==> config.mk <==
export PLATFORM = sky130hd
export DESIGN_NAME = fir_i2s_tx
export DESIGN_NICKNAME = d
export VERILOG_FILES = /design/src/rtl/fir_i2s_pkg.sv /design/src/rtl/fir_i2s_tx_fifo.sv /design/src/rtl/fir_i2s_tx.sv
export SDC_FILE = /design/constraint.sdc
export NUM_CORES = 1
export LEC_CHECK = 0
export CORE_ASPECT_RATIO = 0.5
export CORE_UTILIZATION = 60
export DETAILED_ROUTE_END_ITERATION = 8
export GPL_TIMING_DRIVEN = 1
export PLACE_DENSITY = 0.78
export SKIP_LAST_GASP = 1
export SYNTH_ARGS = -nofsm -noshare
export SYNTH_HDL_FRONTEND = slang
export SYNTH_HIERARCHICAL = 1
export SYNTH_SLANG_ARGS = --single-unit
==> constraint.sdc <==
create_clock -name clk -period 5.4 [get_ports clk]
set_clock_uncertainty 0.05 [all_clocks]
set_input_delay 1.35 -clock clk [delete_from_list [all_inputs] [get_ports clk]]
set_output_delay 1.35 -clock clk [all_outputs]
set_load 0.01 [all_outputs]
==> src/rtl/fir_i2s_pkg.sv <==
// rtl/fir_i2s_pkg.sv - slot geometry and data offset shared by the I2S transmitter
// LEFT_JUSTIFIED_EN selects a data offset of 0 (left-justified) instead of 1 (I2S).
package fir_i2s_pkg;

    localparam int SLOTS_PER_FRAME = 64;
    localparam int SLOTS_PER_CH    = 32;

`ifdef LEFT_JUSTIFIED_EN
    localparam int DATA_OFFSET = 0;
`else
    localparam int DATA_OFFSET = 1;
`endif

endpackage

==> src/rtl/fir_i2s_tx_fifo.sv <==
// rtl/fir_i2s_tx_fifo.sv - synchronous FIFO between the FIR output and the I2S serialiser
// Ports: clk, reset (sync, active-high), wr_en/wr_data push, rd_en pop,
//        rd_data head word, full, empty, level (registered occupancy).
module sync_fifo #(
    parameter int DATA_W = 24,
    parameter int DEPTH  = 8
) (
    input  logic                       clk,
    input  logic                       reset,
    input  logic                       wr_en,
    input  logic [DATA_W-1:0]          wr_data,
    input  logic                       rd_en,
    output logic [DATA_W-1:0]          rd_data,
    output logic                       full,
    output logic                       empty,
    output logic [$clog2(DEPTH):0]     level
);

    localparam int AW = $clog2(DEPTH);

    logic [DATA_W-1:0] mem [DEPTH];
    logic [AW-1:0]     wr_ptr;
    logic [AW-1:0]     rd_ptr;
    logic              do_pop;
    logic              do_wr;

    assign full    = (level == (AW+1)'(DEPTH));
    assign empty   = (level == '0);
    assign rd_data = mem[rd_ptr];

    // Pop is resolved first, so a write against a full FIFO that is being
    // popped in the same cycle still lands.
    assign do_pop = rd_en && !empty;
    assign do_wr  = wr_en && (!full || do_pop);

    always_ff @(posedge clk) begin
        if (do_wr) begin
            mem[wr_ptr] <= wr_data;
        end
    end

    always_ff @(posedge clk) begin
        if (reset) begin
            wr_ptr <= '0;
            rd_ptr <= '0;
            level  <= '0;
        end else begin
            if (do_wr) begin
                wr_ptr <= wr_ptr + 1'b1;
            end
            if (do_pop) begin
                rd_ptr <= rd_ptr + 1'b1;
            end
            level <= level + (AW+1)'(do_wr) - (AW+1)'(do_pop);
        end
    end

endmodule

==> src/rtl/fir_i2s_tx.sv <==
// rtl/fir_i2s_tx.sv - FIFO-buffered mono-to-stereo I2S transmitter with internal bclk/lrclk
// Ports: clk, reset (sync, active-high), din/din_valid sample input, clr_flags,
//        bclk, lrclk (0 = left), sdata (MSB first), fifo_level, overflow, underrun.
// Build option: LEFT_JUSTIFIED_EN switches the frame to left-justified format.
module fir_i2s_tx
    import fir_i2s_pkg::*;
#(
    parameter int DATA_W     = 24,
    parameter int FIFO_DEPTH = 8,
    parameter int BCLK_DIV   = 2
) (
    input  logic                          clk,
    input  logic                          reset,
    input  logic [DATA_W-1:0]             din,
    input  logic                          din_valid,
    output logic                          bclk,
    output logic                          lrclk,
    output logic                          sdata,
    output logic [$clog2(FIFO_DEPTH):0]   fifo_level,
    output logic                          overflow,
    output logic                          underrun,
    input  logic                          clr_flags
);

    localparam int DIV_W = (BCLK_DIV > 1) ? $clog2(BCLK_DIV) : 1;

    logic [DIV_W-1:0]  div_cnt;
    logic [5:0]        slot;
    logic [5:0]        next_slot;
    logic [31:0]       shreg;
    logic [DATA_W-1:0] hold;
    logic [DATA_W-1:0] hold_next;
    logic [DATA_W-1:0] fifo_head;
    logic [31:0]       word32;
    logic              terminal;
    logic              fall_evt;
    logic              frame_wrap;
    logic              load;
    logic              pop;
    logic              fifo_full;
    logic              fifo_empty;
    logic              ov_set;
    logic              ur_set;

    assign terminal   = (div_cnt == DIV_W'(BCLK_DIV - 1));
    // bclk is high right before the toggle, so this toggle is a falling edge
    assign fall_evt   = terminal && bclk;
    assign next_slot  = slot + 6'd1;
    assign frame_wrap = fall_evt && (slot == 6'(SLOTS_PER_FRAME - 1));
    assign load       = fall_evt && ((next_slot == 6'd0) || (next_slot == 6'(SLOTS_PER_CH)));

    assign pop       = frame_wrap && !fifo_empty;
    assign hold_next = pop ? fifo_head : hold;
    // Sample left-aligned in a 32-slot half so shifting out the MSB first
    // automatically trails the word with zero padding.
    assign word32    = 32'(hold_next) << (32 - DATA_W);

    assign ov_set = din_valid && fifo_full && !pop;
    assign ur_set = frame_wrap && fifo_empty;

    sync_fifo #(
        .DATA_W (DATA_W),
        .DEPTH  (FIFO_DEPTH)
    ) u_fifo (
        .clk     (clk),
        .reset   (reset),
        .wr_en   (din_valid),
        .wr_data (din),
        .rd_en   (frame_wrap),
        .rd_data (fifo_head),
        .full    (fifo_full),
        .empty   (fifo_empty),
        .level   (fifo_level)
    );

    always_ff @(posedge clk) begin
        if (reset) begin
            div_cnt  <= '0;
            bclk     <= 1'b0;
            lrclk    <= 1'b1;
            sdata    <= 1'b0;
            slot     <= 6'(SLOTS_PER_FRAME - 1);
            shreg    <= '0;
            hold     <= '0;
            overflow <= 1'b0;
            underrun <= 1'b0;
        end else begin
            if (terminal) begin
                div_cnt <= '0;
                bclk    <= ~bclk;
            end else begin
                div_cnt <= div_cnt + 1'b1;
            end

            if (fall_evt) begin
                slot  <= next_slot;
                lrclk <= next_slot[5];
                if (load) begin
                    if (DATA_OFFSET == 0) begin
                        sdata <= word32[31];
                        shreg <= word32 << 1;
                    end else begin
                        // I2S: the first slot of each half is the one-bclk delay
                        sdata <= 1'b0;
                        shreg <= word32;
                    end
                end else begin
                    sdata <= shreg[31];
                    shreg <= shreg << 1;
                end
            end

            if (pop) begin
                hold <= fifo_head;
            end

            // A set in the same cycle as clr_flags wins
            overflow <= ov_set || (overflow && !clr_flags);
            underrun <= ur_set || (underrun && !clr_flags);
        end
    end

endmodule

Yosys cells after proc, flatten, opt, wreduce, memory -nomap -nowiden
Memories as Yosys holds them, arrays and structs flattened. A register that Yosys moved wholly into a read port is not among the register bits.
Cells that the tools add are included.
{ "word_totals": {"ff_bits": 78, "ramBits": 192, "in_bits": 28, "output_inout_bits": 9, "elab_cells": 51, "n_memories": 1} }
{ "classes": {"addsub": 6, "n_eq_ne": 3, "mux": 7, "bitwise_logic": 1, "n_reduce_logical": 21} }
{ "mem_list": {"columns": ["memory", "words", "word_bits", "read_ports", "rd_clocked_by_memory_dff", "wr", "line_no", "source"], "rows": [
  ["u_fifo.mem", 8, 24, 1, 1, 1, "fir_i2s_tx_fifo.sv:21", "logic [DATA_W-1:0] mem [DEPTH];"]
]} }
{ "ops": {"columns": ["operator", "count"], "rows": [
  ["32-bit 2-to-1 mux", 1],
  ["24-bit 2-to-1 mux", 1],
  ["6-bit equality test, second input constant", 2],
  ["1-bit logical AND", 10],
  ["3-bit by 1-bit adder with 3-bit output, second input constant", 2],
  ["6-bit by 1-bit adder with 6-bit output, second input constant", 1],
  ["6-bit zero test", 1],
  ["3-bit 2-to-1 mux", 2],
  ["4-bit by 1-bit adder with 4-bit output", 1],
  ["4-bit equality test, second input constant", 1],
  ["1-bit zero test", 4],
  ["4-bit zero test", 1],
  ["1-bit logical OR", 4],
  ["4-bit by 1-bit subtractor with 4-bit output", 1],
  ["1-bit 2-to-1 mux", 3],
  ["2-bit OR reduction", 1],
  ["1-bit adder, second input constant", 1],
  ["1-bit NOT", 1]
]} }

Logic depth before layout (Yosys ltp)
{ "depth": {"ltp_word": 7, "depth_mapped": 11, "ltp_nobuf": 10} }

Cells and area by module
Netlist, hierarchy kept.
{ "by_module_without_submodules": {"columns": ["module", "n_inst", "cells_each", "area_per_inst_um2"], "rows": [
  ["sync_fifo", 1, 367, 7975.1],
  ["fir_i2s_tx", 1, 242, 2478.6]
]} }

Worst setup path before layout
No wires, ideal clock.
{ "synth_timing": {"path_kind": "input-to-reg", "start": "input din_valid", "end": "memory u_fifo.mem[1][0], enable pin", "arrival_ps": 4111, "t_required_ps": 4884, "path_slack_ps": 773, "path_stages": 3, "path_buffers": 1, "path_cell_list": "clkbuf_1 nand2_1 nor4_1"} }
{ "synth_between": {"elab_chain_len": 3} }
{ "synth_lines": {"columns": ["element", "line_no", "source"], "rows": [
  ["from (decl)", "fir_i2s_tx.sv:15", "input logic din_valid,"],
  ["1-bit logical AND", "fir_i2s_tx_fifo.sv:34", "assign do_wr = wr_en && (!full || do_pop);"],
  ["1-bit 2-to-1 mux", "fir_i2s_tx_fifo.sv:37", "if (do_wr) begin"],
  ["1-bit 2-to-1 mux (implied by the code)", "fir_i2s_tx_fifo.sv:38", "mem[wr_ptr] <= wr_data;"],
  ["to (decl)", "fir_i2s_tx_fifo.sv:21", null]
]} }
Every way passes these cells.

Worst setup path in the final report
{ "layout_timing": {"start": "register slot[0]", "end": "memory u_fifo.mem[2][2], enable pin"} }
{ "layout_between": {"elab_chain_len": 7} }
{ "layout_lines": {"columns": ["element", "line_no", "source"], "rows": [
  ["from (decl)", "fir_i2s_tx.sv:28", "logic [5:0] slot;"],
  ["from (signal assigned)", "fir_i2s_tx.sv:82", "slot <= 6'(SLOTS_PER_FRAME - 1);"],
  ["from (signal assigned)", "fir_i2s_tx.sv:96", "slot <= next_slot;"],
  ["6-bit equality test", "fir_i2s_tx.sv:49", "assign frame_wrap = fall_evt && (slot == 6'(SLOTS_PER_FRAME - 1));"],
  ["1-bit logical AND", "fir_i2s_tx.sv:49", null],
  ["named net frame_wrap", "fir_i2s_tx.sv:37", "logic frame_wrap;"],
  ["1-bit logical AND", "fir_i2s_tx_fifo.sv:33", "assign do_pop = rd_en && !empty;"],
  ["1-bit logical OR", "fir_i2s_tx_fifo.sv:34", null],
  ["1-bit logical AND", "fir_i2s_tx_fifo.sv:34", null],
  ["1-bit 2-to-1 mux", "fir_i2s_tx_fifo.sv:37", null],
  ["1-bit 2-to-1 mux (implied by the code)", "fir_i2s_tx_fifo.sv:38", null]
]} }
The timed path passes the listed nets, and every way through them passes these cells.

==> run summary <==
Cell area power density -> 372 nW/um2
Cell Area, Synth -> 10500 um2
Met1 Usage GRT -> 0.351
Cell with the most instances after synthesis -> edfxtp_1
P&R area growth vs syn -> 12.6%
Fin. Hold Viols -> 0
Storage element area -> 7210 um2
Routed Antenna Nets -> 0
Buffers on Ports -> 36
Die width -> 189 um
Worst-Skew Late Latency -> 520 ps
WP data arrival -> 3280 ps
Vias in the first global route -> 5273
Buffer count from post-CTS setup fixing -> 0
#FFs+latches synth -> 264
Most Crowded Layer GR -> met2
CTS tree -> built
Max Cap Violations -> 0
Critical Path Start Type -> flip-flop
Fin crit share -> 0.586
M3 GR Usage -> 0.0497
Total CTS buffers -> 22
Area of the multi-input gates -> 3070 um2
Post-Synthesis Cells -> 609
Global Route Usage Sum -> 0.235
Avg Inst Size Synth -> 17.2 um2
WL per Instance -> 22.8 um
Core region area -> 16700 um2
Row cnt -> 33
Post-synth top cells -> 192 x edfxtp_1, 72 x dfxtp_1, 48 x mux4_2
First-pass GRT wire length -> 30.9 mm
Post-synth top area share -> 0.552
H-tree levels -> 1
Initial Util -> 0.627
Cells along the critical path -> ha_1 -> nand3_1 -> nor2_1 -> nor2b_1 -> o21ai_0 -> nor3_2 -> buf_4
CTS clk-pin slew, worst paths -> 70 ps
Via count -> 5441
DRT iter0 DRCs -> 445
Slew @ Worst Pin -> 1060 ps
Clk buf depth -> 3
Buf+Inv Stages, Crit Path -> 1
Vias per cell -> 6.10
Post-route cell area -> 11800 um2
Static Leak -> 3.74 nW
Syn Nets -> 647
# hold bufs at CTS -> 0
Final net count -> 687
DRC violations left -> 0
Async S/R FF share, synth -> 0
Status -> complete, no violations
Die height -> 95.3 um
Largest net degree at the start of global routing -> 54
TNS Setup -> 0 ps
Crit Path Max Fanout -> 24
RD Place Congestion -> 0.767
Hold wc startpoint -> shreg[8]$_SDFFE_PP0P_
PostCTS Resize Cnt -> 0
Area contributors post-synth -> edfxtp_1 55%, dfxtp_1 14%, mux4_2 10%
Area post-placement -> 11100 um2
Endpoints failing setup -> 0
Worst endpoint required time -> 5510 ps
Hpwl dp -> 11.5 mm
Top Family by Delay on Critical Path -> simple AND/OR/NAND/NOR gates
Maximum VDD drop -> 0.000219 V
Fin crit period -> 3170 ps
Slew Limit Fails -> 0
YS warnings -> 6
Max stage delay cell, worst path -> nor2b_1
Critical Path Start -> slot[0]$_SDFFE_PP1P_
RSZ-0062 raised after global routing -> no
RR Startpoint -> slot[0]$_SDFFE_PP1P_
Post-synth top flop -> edfxtp_1
Sequential area share after synthesis -> 0.689
Dominant cell type by area after synthesis -> edfxtp_1
EDFF count, synth -> 192
Final wirelength -> 20.3 mm
Die area -> 18000 um2
Min-delay worst type -> flip-flop to flip-flop
M2 GR Usage -> 0.362
First drt pass iteration count -> 5
Crit. End Element -> flip-flop
F_max -> 0.316 GHz
Unique masters post-synth -> 50
Fillcell total -> 1048
# clock sinks -> 264
# IOs -> 37
Worst setup path class -> flip-flop to flip-flop
CTS root buf -> clkbuf_16
Crit-path max cell delay -> 480 ps
Initial antenna violation count -> 2
Grt ovf -> 0
Layout cells sized above 1 -> 0.235
Worst rel slew slack -> 0.294
through the flow:
step	setup slack, ps	hold slack [ps]	cells	utilization	total power, mW
floorplan	773	380	609	-	2.67
global placement	2050	392	852	0.663	2.84
detailed placement	1980	399	852	0.663	2.86
CTS	2260	407	891	0.705	4.40
global route	2040	423	891	0.705	4.53
finish	2230	404	892	0.706	4.38
tightest hold or removal path: stages, from the launching register on:
cell,delay [ps]
dfxtp_1,310
nand2_1,50
o21ai_1,50
report_power, final:
part / leakage, nW / total, mW / internal [mW] / switching, mW
sequential: 2.33 / 2.33 / 2.29 / 0.0465
combinational: 1.07 / 0.495 / 0.196 / 0.299
clock: 0.347 / 1.55 / 0.855 / 0.694
worst paths after layout:
path / to / slack [ps] / cells after the start
setup / recovery: u_fifo/mem[2][2]$_DFFE_PP_ / 2230 / 7
hold reg to reg: shreg[8]$_SDFFE_PP0P_ / 400 / 2
setup reg to reg: u_fifo/mem[2][2]$_DFFE_PP_ / 2230 / 7
hold / removal: shreg[8]$_SDFFE_PP0P_ / 400 / 2
sequential cells by signal, indices dropped and copies added, names as in the netlist, 3 cells and up, named ones only:
| register | flops |
|---|---|
| u_fifo/rd_ptr | 3 |
| slot | 5 |
| u_fifo/mem | 192 |
| u_fifo/level | 4 |
| shreg | 24 |
| u_fifo/wr_ptr | 3 |
| hold | 24 |
cell type report:
| type | instances | share of cell area |
|---|---|---|
| clock inverters | 11 | 0.00819 |
| flip-flops and latches | 264 | 0.613 |
| repair buffers | 51 | 0.0398 |
| multi-input cells | 303 | 0.261 |
| diodes | 1 | 0.000213 |
| inverters | 7 | 0.00223 |
| clock buffers | 28 | 0.0521 |
| well taps | 227 | 0.0241 |
cell usage in the layout (no fill, tap or decap), drive strengths merged, types with 26 or more instances in the layout:
| cell type | instances |
|---|---|
| clkdlybuf4s50 | 35 |
| o211ai | 47 |
| mux2i | 26 |
| nand2 | 35 |
| mux4 | 48 |
| clkbuf | 28 |
| nor2 | 36 |
| mux2 | 26 |
| edfxtp | 192 |
| dfxtp | 72 |
per-layer routing:
metal  wire [um]  share of wire
met4         289          0.014
met2        9180           0.45
met3        1460          0.072
met5          13        0.00064
met1        9370           0.46
logic make-up after synthesis:
family / after synthesis / synth area share
DFF: 264 / 0.689
and+or+nand+nor: 121 / 0.0602
buffers and inverters: 42 / 0.0213
muxes: 100 / 0.156
xor gates and xnor gates: 7 / 0.00586
AOI/OAI and AO/OA: 65 / 0.0542
adders and majority gates: 10 / 0.0127
Note: power is estimated with default switching activity, not from simulation.
